===== config.mk =====
export PLATFORM = sky130hd
export DESIGN_NAME = hack_cpu_step
export DESIGN_NICKNAME = d
export VERILOG_FILES = /design/src/rtl/hack_cpu_step.sv
export SDC_FILE = /design/constraint.sdc
export NUM_CORES = 1
export LEC_CHECK = 0
export ABC_AREA = 1
export CORE_MARGIN = 8
export CORE_UTILIZATION = 48
export CTS_CLUSTER_DIAMETER = 100
export CTS_CLUSTER_SIZE = 10
export DETAILED_ROUTE_END_ITERATION = 8
export HOLD_SLACK_MARGIN = 0.12
export PLACE_DENSITY = 0.77
export SYNTH_ARGS = -nofsm -noshare
export SYNTH_HDL_FRONTEND = slang
export SYNTH_SLANG_ARGS = --single-unit

===== constraint.sdc =====
create_clock -name clock -period 4 [get_ports clock]
set_input_delay 1 -clock clock [delete_from_list [all_inputs] [get_ports clock]]
set_output_delay 1 -clock clock [all_outputs]
set_load 0.01 [all_outputs]

===== src/rtl/hack_cpu_step.sv =====
// hack_cpu_step: parametrised Hack CPU core with run/pause/single-step
// control, self-loop halt detection and a saturating retired-instruction
// counter. Instruction ROM and data RAM live outside this block.
//
// Ports:
//   clock     in   single clock, rising-edge
//   reset     in   asynchronous, active-high
//   instr     in   [15:0]       instruction at ROM[pc], combinational
//   inM       in   [WIDTH-1:0]  RAM[addressM], combinational
//   run       in   level, execute while in RUN
//   step      in   pulse, execute one instruction while in PAUSE
//   outM      out  [WIDTH-1:0]  ALU result (driven every cycle)
//   writeM    out  RAM write strobe, RAM samples outM at the rising edge
//   addressM  out  [ADDR_W-1:0] low bits of A
//   pc        out  [ADDR_W-1:0] program counter
//   paused    out  state is PAUSE
//   halted    out  state is HALT
//   retired   out  [CNT_W-1:0]  instructions executed since reset
//
// Build option: define HACK_HALT_DETECT_EN to stop in HALT on a taken jump
// to the jump instruction's own address. Without it HALT is unreachable and
// halted is tied low.
//
// state  | meaning
// RUN    | executes one instruction per cycle while run=1
// PAUSE  | frozen; a step pulse executes one instruction
// HALT   | self-loop detected; frozen until reset

module hack_cpu_step #(
  parameter int WIDTH  = 16,
  parameter int ADDR_W = 15,
  parameter int CNT_W  = 32
) (
  input  logic              clock,
  input  logic              reset,
  input  logic [15:0]       instr,
  input  logic [WIDTH-1:0]  inM,
  input  logic              run,
  input  logic              step,
  output logic [WIDTH-1:0]  outM,
  output logic              writeM,
  output logic [ADDR_W-1:0] addressM,
  output logic [ADDR_W-1:0] pc,
  output logic              paused,
  output logic              halted,
  output logic [CNT_W-1:0]  retired
);

  typedef enum logic [1:0] {S_RUN, S_PAUSE, S_HALT} state_t;

  state_t             state, state_nx;
  logic [WIDTH-1:0]   a_reg, d_reg;
  logic [ADDR_W-1:0]  pc_reg;
  logic [CNT_W-1:0]   retired_reg;

  logic               is_c;
  logic [WIDTH-1:0]   x0, x1, x2, y0, y1, y2, fx, alu_out;
  logic               zr, ng, taken, exec, halt_hit;

  // ALU: x = D, y = A or M, standard zx/nx/zy/ny/f/no chain
  always_comb begin
    is_c    = instr[15];
    x0      = d_reg;
    y0      = instr[12] ? inM : a_reg;
    x1      = instr[11] ? '0 : x0;
    x2      = instr[10] ? ~x1 : x1;
    y1      = instr[9]  ? '0 : y0;
    y2      = instr[8]  ? ~y1 : y1;
    fx      = instr[7]  ? (x2 + y2) : (x2 & y2);
    alu_out = instr[6]  ? ~fx : fx;
    zr      = (alu_out == '0);
    ng      = alu_out[WIDTH-1];
    taken   = is_c & ((instr[2] & ng) | (instr[1] & zr) | (instr[0] & ~zr & ~ng));
    exec    = ((state == S_RUN) & run) | ((state == S_PAUSE) & step);
  end

  // Self-loop compares the pre-update A against the current pc
`ifdef HACK_HALT_DETECT_EN
  assign halt_hit = exec & taken & (a_reg[ADDR_W-1:0] == pc_reg);
`else
  assign halt_hit = 1'b0;
`endif

  always_ff @(posedge clock or posedge reset) begin
    if (reset) state <= S_RUN;
    else       state <= state_nx;
  end

  always_comb begin
    state_nx = state;
    case (state)
      S_RUN: begin
        if (halt_hit)  state_nx = S_HALT;
        else if (!run) state_nx = S_PAUSE;
      end
      S_PAUSE: begin
        if (halt_hit) state_nx = S_HALT;
        else if (run) state_nx = S_RUN;
      end
      S_HALT:  state_nx = S_HALT;
      default: state_nx = S_RUN;
    endcase
  end

  always_comb begin
    paused = (state == S_PAUSE);
`ifdef HACK_HALT_DETECT_EN
    halted = (state == S_HALT);
`else
    halted = 1'b0;
`endif
    // reset gating keeps a mid-instruction reset from writing RAM
    writeM = exec & is_c & instr[3] & ~reset;
  end

  always_ff @(posedge clock or posedge reset) begin
    if (reset) begin
      a_reg       <= '0;
      d_reg       <= '0;
      pc_reg      <= '0;
      retired_reg <= '0;
    end else if (exec) begin
      if (is_c) begin
        if (instr[5]) a_reg <= alu_out;
        if (instr[4]) d_reg <= alu_out;
        pc_reg <= taken ? a_reg[ADDR_W-1:0] : pc_reg + ADDR_W'(1);
      end else begin
        a_reg  <= {{(WIDTH-15){1'b0}}, instr[14:0]};
        pc_reg <= pc_reg + ADDR_W'(1);
      end
      if (retired_reg != {CNT_W{1'b1}}) retired_reg <= retired_reg + CNT_W'(1);
    end
  end

  assign outM     = alu_out;
  assign addressM = a_reg[ADDR_W-1:0];
  assign pc       = pc_reg;
  assign retired  = retired_reg;

endmodule


## Word level (Yosys, flattened, before mapping)

Index checks and enable logic that the tools add are counted.

- Bits in registers: 81
- Bits in latches: 0
- Input bits: 36
- Memories kept: 0
- Memory bits (writable): 0
- Bits in read-only memories: 0

- Divide/modulo/power cells: 0
- Equality and inequality tests: 6
- Multiply operators: 0
- Reduce and logical (&&, ||, !) cells: 6
- $lt $le $gt $ge: 0
- Bitwise operators: 20
- Shift operators: 0
- Multiplexer cells: 14
- Add/sub/neg operators: 3

Operators with widths:

| kind | count |
|---|---|
| $mux 16 | 9 |
| $not 16->16 | 3 |
| $add 32x1->32 const B | 1 |
| $ne 32x32->1 const B | 1 |
| $mux 15 | 2 |
| $add 16x16->16 | 1 |
| $and 16x16->16 | 1 |
| $logic_not 16->1 | 1 |
| $add 15x1->15 const B | 1 |
| $and 1x1->1 | 10 |
| $ne 2x2->1 const B | 3 |
| $pmux 2 s3 | 1 |
| $reduce_and 2->1 | 3 |
| $mux 2 | 2 |
| $not 1->1 | 3 |
| $or 1x1->1 | 3 |
| $reduce_and 3->1 | 1 |
| $eq 2x1->1 const B | 1 |
| $eq 2x2->1 const B | 1 |
| $logic_not 2->1 | 1 |

## Depth between registers and ports, before layout

- Depth in word-level cells: 16
- Mapped depth: 28
- Mapped depth without buffers: 26

## Worst setup path after synthesis

No wires, ideal clock.

- Kind: in2out
- Start point: in instr[10]
- End point: out outM[15]
- Setup slack: -0.196 ns
- Arrival: 3.196 ns
- Required time: 3.000 ns
- Stages: 16
- Path through: clkbuf_1 > clkbuf_1 > xor2_1 > inv_1 > ha_1 > nand2_1 > inv_1 > a21oi_2 > nand2_2 > nand2_1 > nand2_1 > nand2_1 > nand2_1 > nand2_1 > nand3_2 > nand2_2

- Longest elaborated chain between the ends: 5

RTL lines:

| item | RTL line | text |
|---|---|---|
| start: declaration | 36 | `input logic [15:0] instr,` |
| $mux 16 * | 66 | `x2 = instr[10] ? ~x1 : x1;` |
| $add 16x16->16 or $and 16x16->16 (tied branches) | 69 | `fx = instr[7] ? (x2 + y2) : (x2 & y2);` |
| $mux 16 * | 69 |  |
| $not 16->16 | 70 | `alu_out = instr[6] ? ~fx : fx;` |
| $mux 16 * | 70 |  |
| end: declaration | 40 | `output logic [WIDTH-1:0] outM,` |

Every way passes the cells marked *; elsewhere a longest branch is shown, timed or not.

## Final worst setup path

- Start point: in instr[12]
- End point: out outM[14]

- Longest elaborated chain between the ends: 8

RTL lines:

| item | RTL line | text |
|---|---|---|
| $mux 16 * | 64 | `y0 = instr[12] ? inM : a_reg;` |
| $mux 16 * | 67 | `y1 = instr[9] ? '0 : y0;` |
| $not 16->16 | 68 | `y2 = instr[8] ? ~y1 : y1;` |
| $mux 16 * | 68 |  |
| $add 16x16->16 or $and 16x16->16 (tied branches) | 69 |  |
| $mux 16 * | 69 |  |
| $not 16->16 | 70 |  |
| $mux 16 * | 70 |  |

Marks and branches as above.

==> reports/metrics.cfg <==
[outcome]
violations = DRC, setup timing
run_status = finished with violations

[detailed_routing]
vias = 9016
drc = 12
wire_per_inst_um = 27.6
drt.antenna.violating_nets = 0
postRouteWirelength_mm = 37.0
drtPass1Iterations = 9
drtIter0Drc = 1740
vias_per_cell = 6.72

[final_layout]
area_delta_synth_final_pct = 67.1
largest_reg_flops = 32
fin_nets = 1219
fill_cells = 635
antennaDiodeCount = 0
design_area_mm2 = 0.0105
layout-drive-gt1-share_pct = 38.6

[grt]
antenna_found_initial = 2
grt-ovfl-total = 0
grt_use_total_pct = 28.9
grt_pass1_wl_mm = 38.4
grt_pass1_vias = 7367
grt_max_degree = 34

[clock_network]
cts.sinks = 81
clock_latency_ps = 360
clk_pin_slew_worst_paths_ps = 70
cts_hold_buf = 0
clockRootBuffer = clkbuf_16
cts_tree = done
htreeDepth = 3
cts_buffer_depth = 2
cts_made_buffers = 9

[placement]
place.gp.congestion = 0.931
port_buffers = 115
post_dp_cell_area_mm2 = 0.00812
place_hpwl_mm = 15.2

[timing]
slew_violations = 0
rsz0062_at_grt = yes
min_period_ps = 4550
finalSetupTns_ps = -11160
timing.final.crit_share_pct = 114
timing.slew.headroom_pct = 53.8
setup_viol = 31
finalHoldViolations = 0
skew_ps = 11.9
tightest_slew_ps = 692
worst_slack_ps = -546
whs_ps = 494
fmax_mhz = 220

[critical_path]
required_ps = 3000
setup.worst_path.start_class = input pin
crit_type = in2out
end_kind = output pin
arrival_ps = 3550
worstPathMaxFanout = 11

[floorplan]
die_h_um = 130
start_util_pct = 49.5
ioPinCount = 117
core_mm2 = 0.0127
rows = 41
die_w_um = 130
dieArea_mm2 = 0.0170

[logic_synthesis]
synth_nets = 973
postSynthAreaPerCell_um2 = 6.84
syn_inst = 918
synth_cell_type_count = 36
yosysWarnings = 0
ys_ff_latch = 81
netlist_area_mm2 = 0.00628
ys_seq_area_share_pct = 32.3

[min_path]
holdCritPathClass = reg2reg

[pwr]
p_leak_nw = 5.01
power_density_mw_per_mm2 = 540
ir_worst_vdd_mv = 0.277

[run]
drv_cap = 0

cells by family after synthesis:
logic type,count (synthesis),share of synthesized area (%)
other,1,0.0597
and+or+nand+nor,477,33.6
xor gates and xnor gates,78,10.9
buffers and inverters,166,11.2
AOI/OAI and AO/OA,96,8.01
adders and majority gates,19,3.91
DFF,81,32.3
layout make-up:
cell class	instances	area, um2	share of cell area [%]
Inverter	120	479	4.57
Timing Repair Buffer	278	2620	24.9
Timing Repair inverter	2	15.0	0.143
Multi-Input combinational cell	672	4850	46.2
Tap cell	172	215	2.05
Sequential cell	81	2030	19.3
Clock buffer	11	253	2.41
Clock inverter	5	37.5	0.358
layer usage:
metal	share of wire [%]	up-vias	track usage (%)
met3	16	424	6.65
li1	-	3397	-
met5	0.065	-	0
met1	31	4066	33.7
met2	43	1125	48.1
met4	9.8	4	16.4
layout by cell type, fill, tap and decap left out, drive strengths merged, types with 2 or more instances in the layout:
| master | synthesis | routed |
|---|---|---|
| a21oi | 31 | 31 |
| a31oi | 6 | 6 |
| and2 | 2 | 2 |
| buf | 24 | 178 |
| clkbuf | 22 | 14 |
| clkdlybuf4s15 | 0 | 2 |
| clkdlybuf4s50 | 0 | 81 |
| clkinv | 5 | 8 |
| clkinvlp | 0 | 4 |
| dfrtp | 81 | 81 |
| dlygate4sd2 | 0 | 13 |
| ha | 18 | 18 |
| inv | 115 | 115 |
| nand2 | 259 | 260 |
| nand3 | 122 | 122 |
| nand3b | 2 | 2 |
| nand4 | 17 | 17 |
| nor2 | 60 | 60 |
| nor3 | 11 | 11 |
| o21ai | 52 | 52 |
| o22ai | 5 | 5 |
| or2 | 3 | 3 |
| xnor2 | 18 | 18 |
| xor2 | 60 | 60 |
cell usage after synthesis:
library cell	instances	area, um2
nand3_4	1	17.5
conb_1	1	3.75
a31oi_1	6	37.5
o31ai_1	1	7.51
clkbuf_1	22	82.6
nand4_1	17	106
nand2_2	11	68.8
nor3_1	8	40.0
nand2_4	1	11.3
buf_4	18	135
a21oi_2	1	8.76
fa_1	1	20.0
buf_2	4	20.0
dfrtp_1	81	2030
or2_2	3	18.8
o211ai_1	1	7.51
and2_1	2	12.5
nand3b_1	2	15.0
buf_1	1	3.75
nor2_1	55	206
xor2_1	60	526
nand3_2	3	30.0
o21ai_0	52	260
xnor2_1	18	158
nand2_1	247	927
ha_1	18	225
inv_1	110	413
a21oi_1	30	150
nor2_2	5	31.3
buf_6	1	11.3
nor3_2	3	30.0
nor4_1	1	6.26
o22ai_1	5	31.3
nand3_1	118	591
inv_2	5	18.8
clkinv_1	5	18.8
worst max-delay path: stages:
cell and delay [ps]:
buf_12 100, inv_12 60, buf_16 150, a21oi_1 210
o21ai_1 150, xor2_1 460, ha_4 330, a21oi_2 160
nand2_1 110, a21oi_4 210, nand3_1 190, nand3_2 100
nand3_2 80, nand2_2 100, buf_6 110
timing repair:
action / 4_1_cts / 5_1_grt
cloned: 7 / 2
gates resized for setup: 274 / 176
pin swaps: 92 / 109
setup buffers: 46 / 29
endpoints found under the setup margin: 31 / 32
endpoints found under the hold margin: 0 / 0
power breakdown:
group          leakage [nW]  internal, W  switching, W
logic                  3.84      0.00154       0.00207
registers              1.03     0.000988      0.000209
clock network         0.138     0.000458      0.000401
total                  5.01      0.00299       0.00268
final timing paths:
| path | cells past startpoint | slack, ps | from | to |
|---|---|---|---|---|
| setup / recovery | 15 | -550 | instr[12] | outM[14] |
| hold / removal | 1 | 490 | state[1]$_DFFE_PP0P_ | state[0]$_DFFE_PP0P_ |
| setup reg to reg | 24 | 10 | a_reg[13]$_DFFE_PP0P_ | pc[10]$_DFFE_PP0P_ |
| hold reg to reg | 1 | 490 | state[1]$_DFFE_PP0P_ | state[0]$_DFFE_PP0P_ |
| max in group asynchronous | 3 | 2090 | reset | retired[17]$_DFFE_PP0P_ |
| min in group asynchronous | 2 | 1080 | reset | d_reg[5]$_DFFE_PP0P_ |
stage by stage:
stage          instances  util (%)  setup WS [ps]  power (W)
4_1_cts             1314      74.9          -43.6    0.00454
2_1_floorplan        918         -          -33.2    0.00234
5_1_grt             1341      82.8           -708    0.00579
3_5_place_dp        1247      64.1          -1140    0.00326
3_3_place_gp        1247      64.1          -1100    0.00321
6_report            1341      82.8           -546    0.00566
Note: power is estimated with default switching activity, not from simulation.
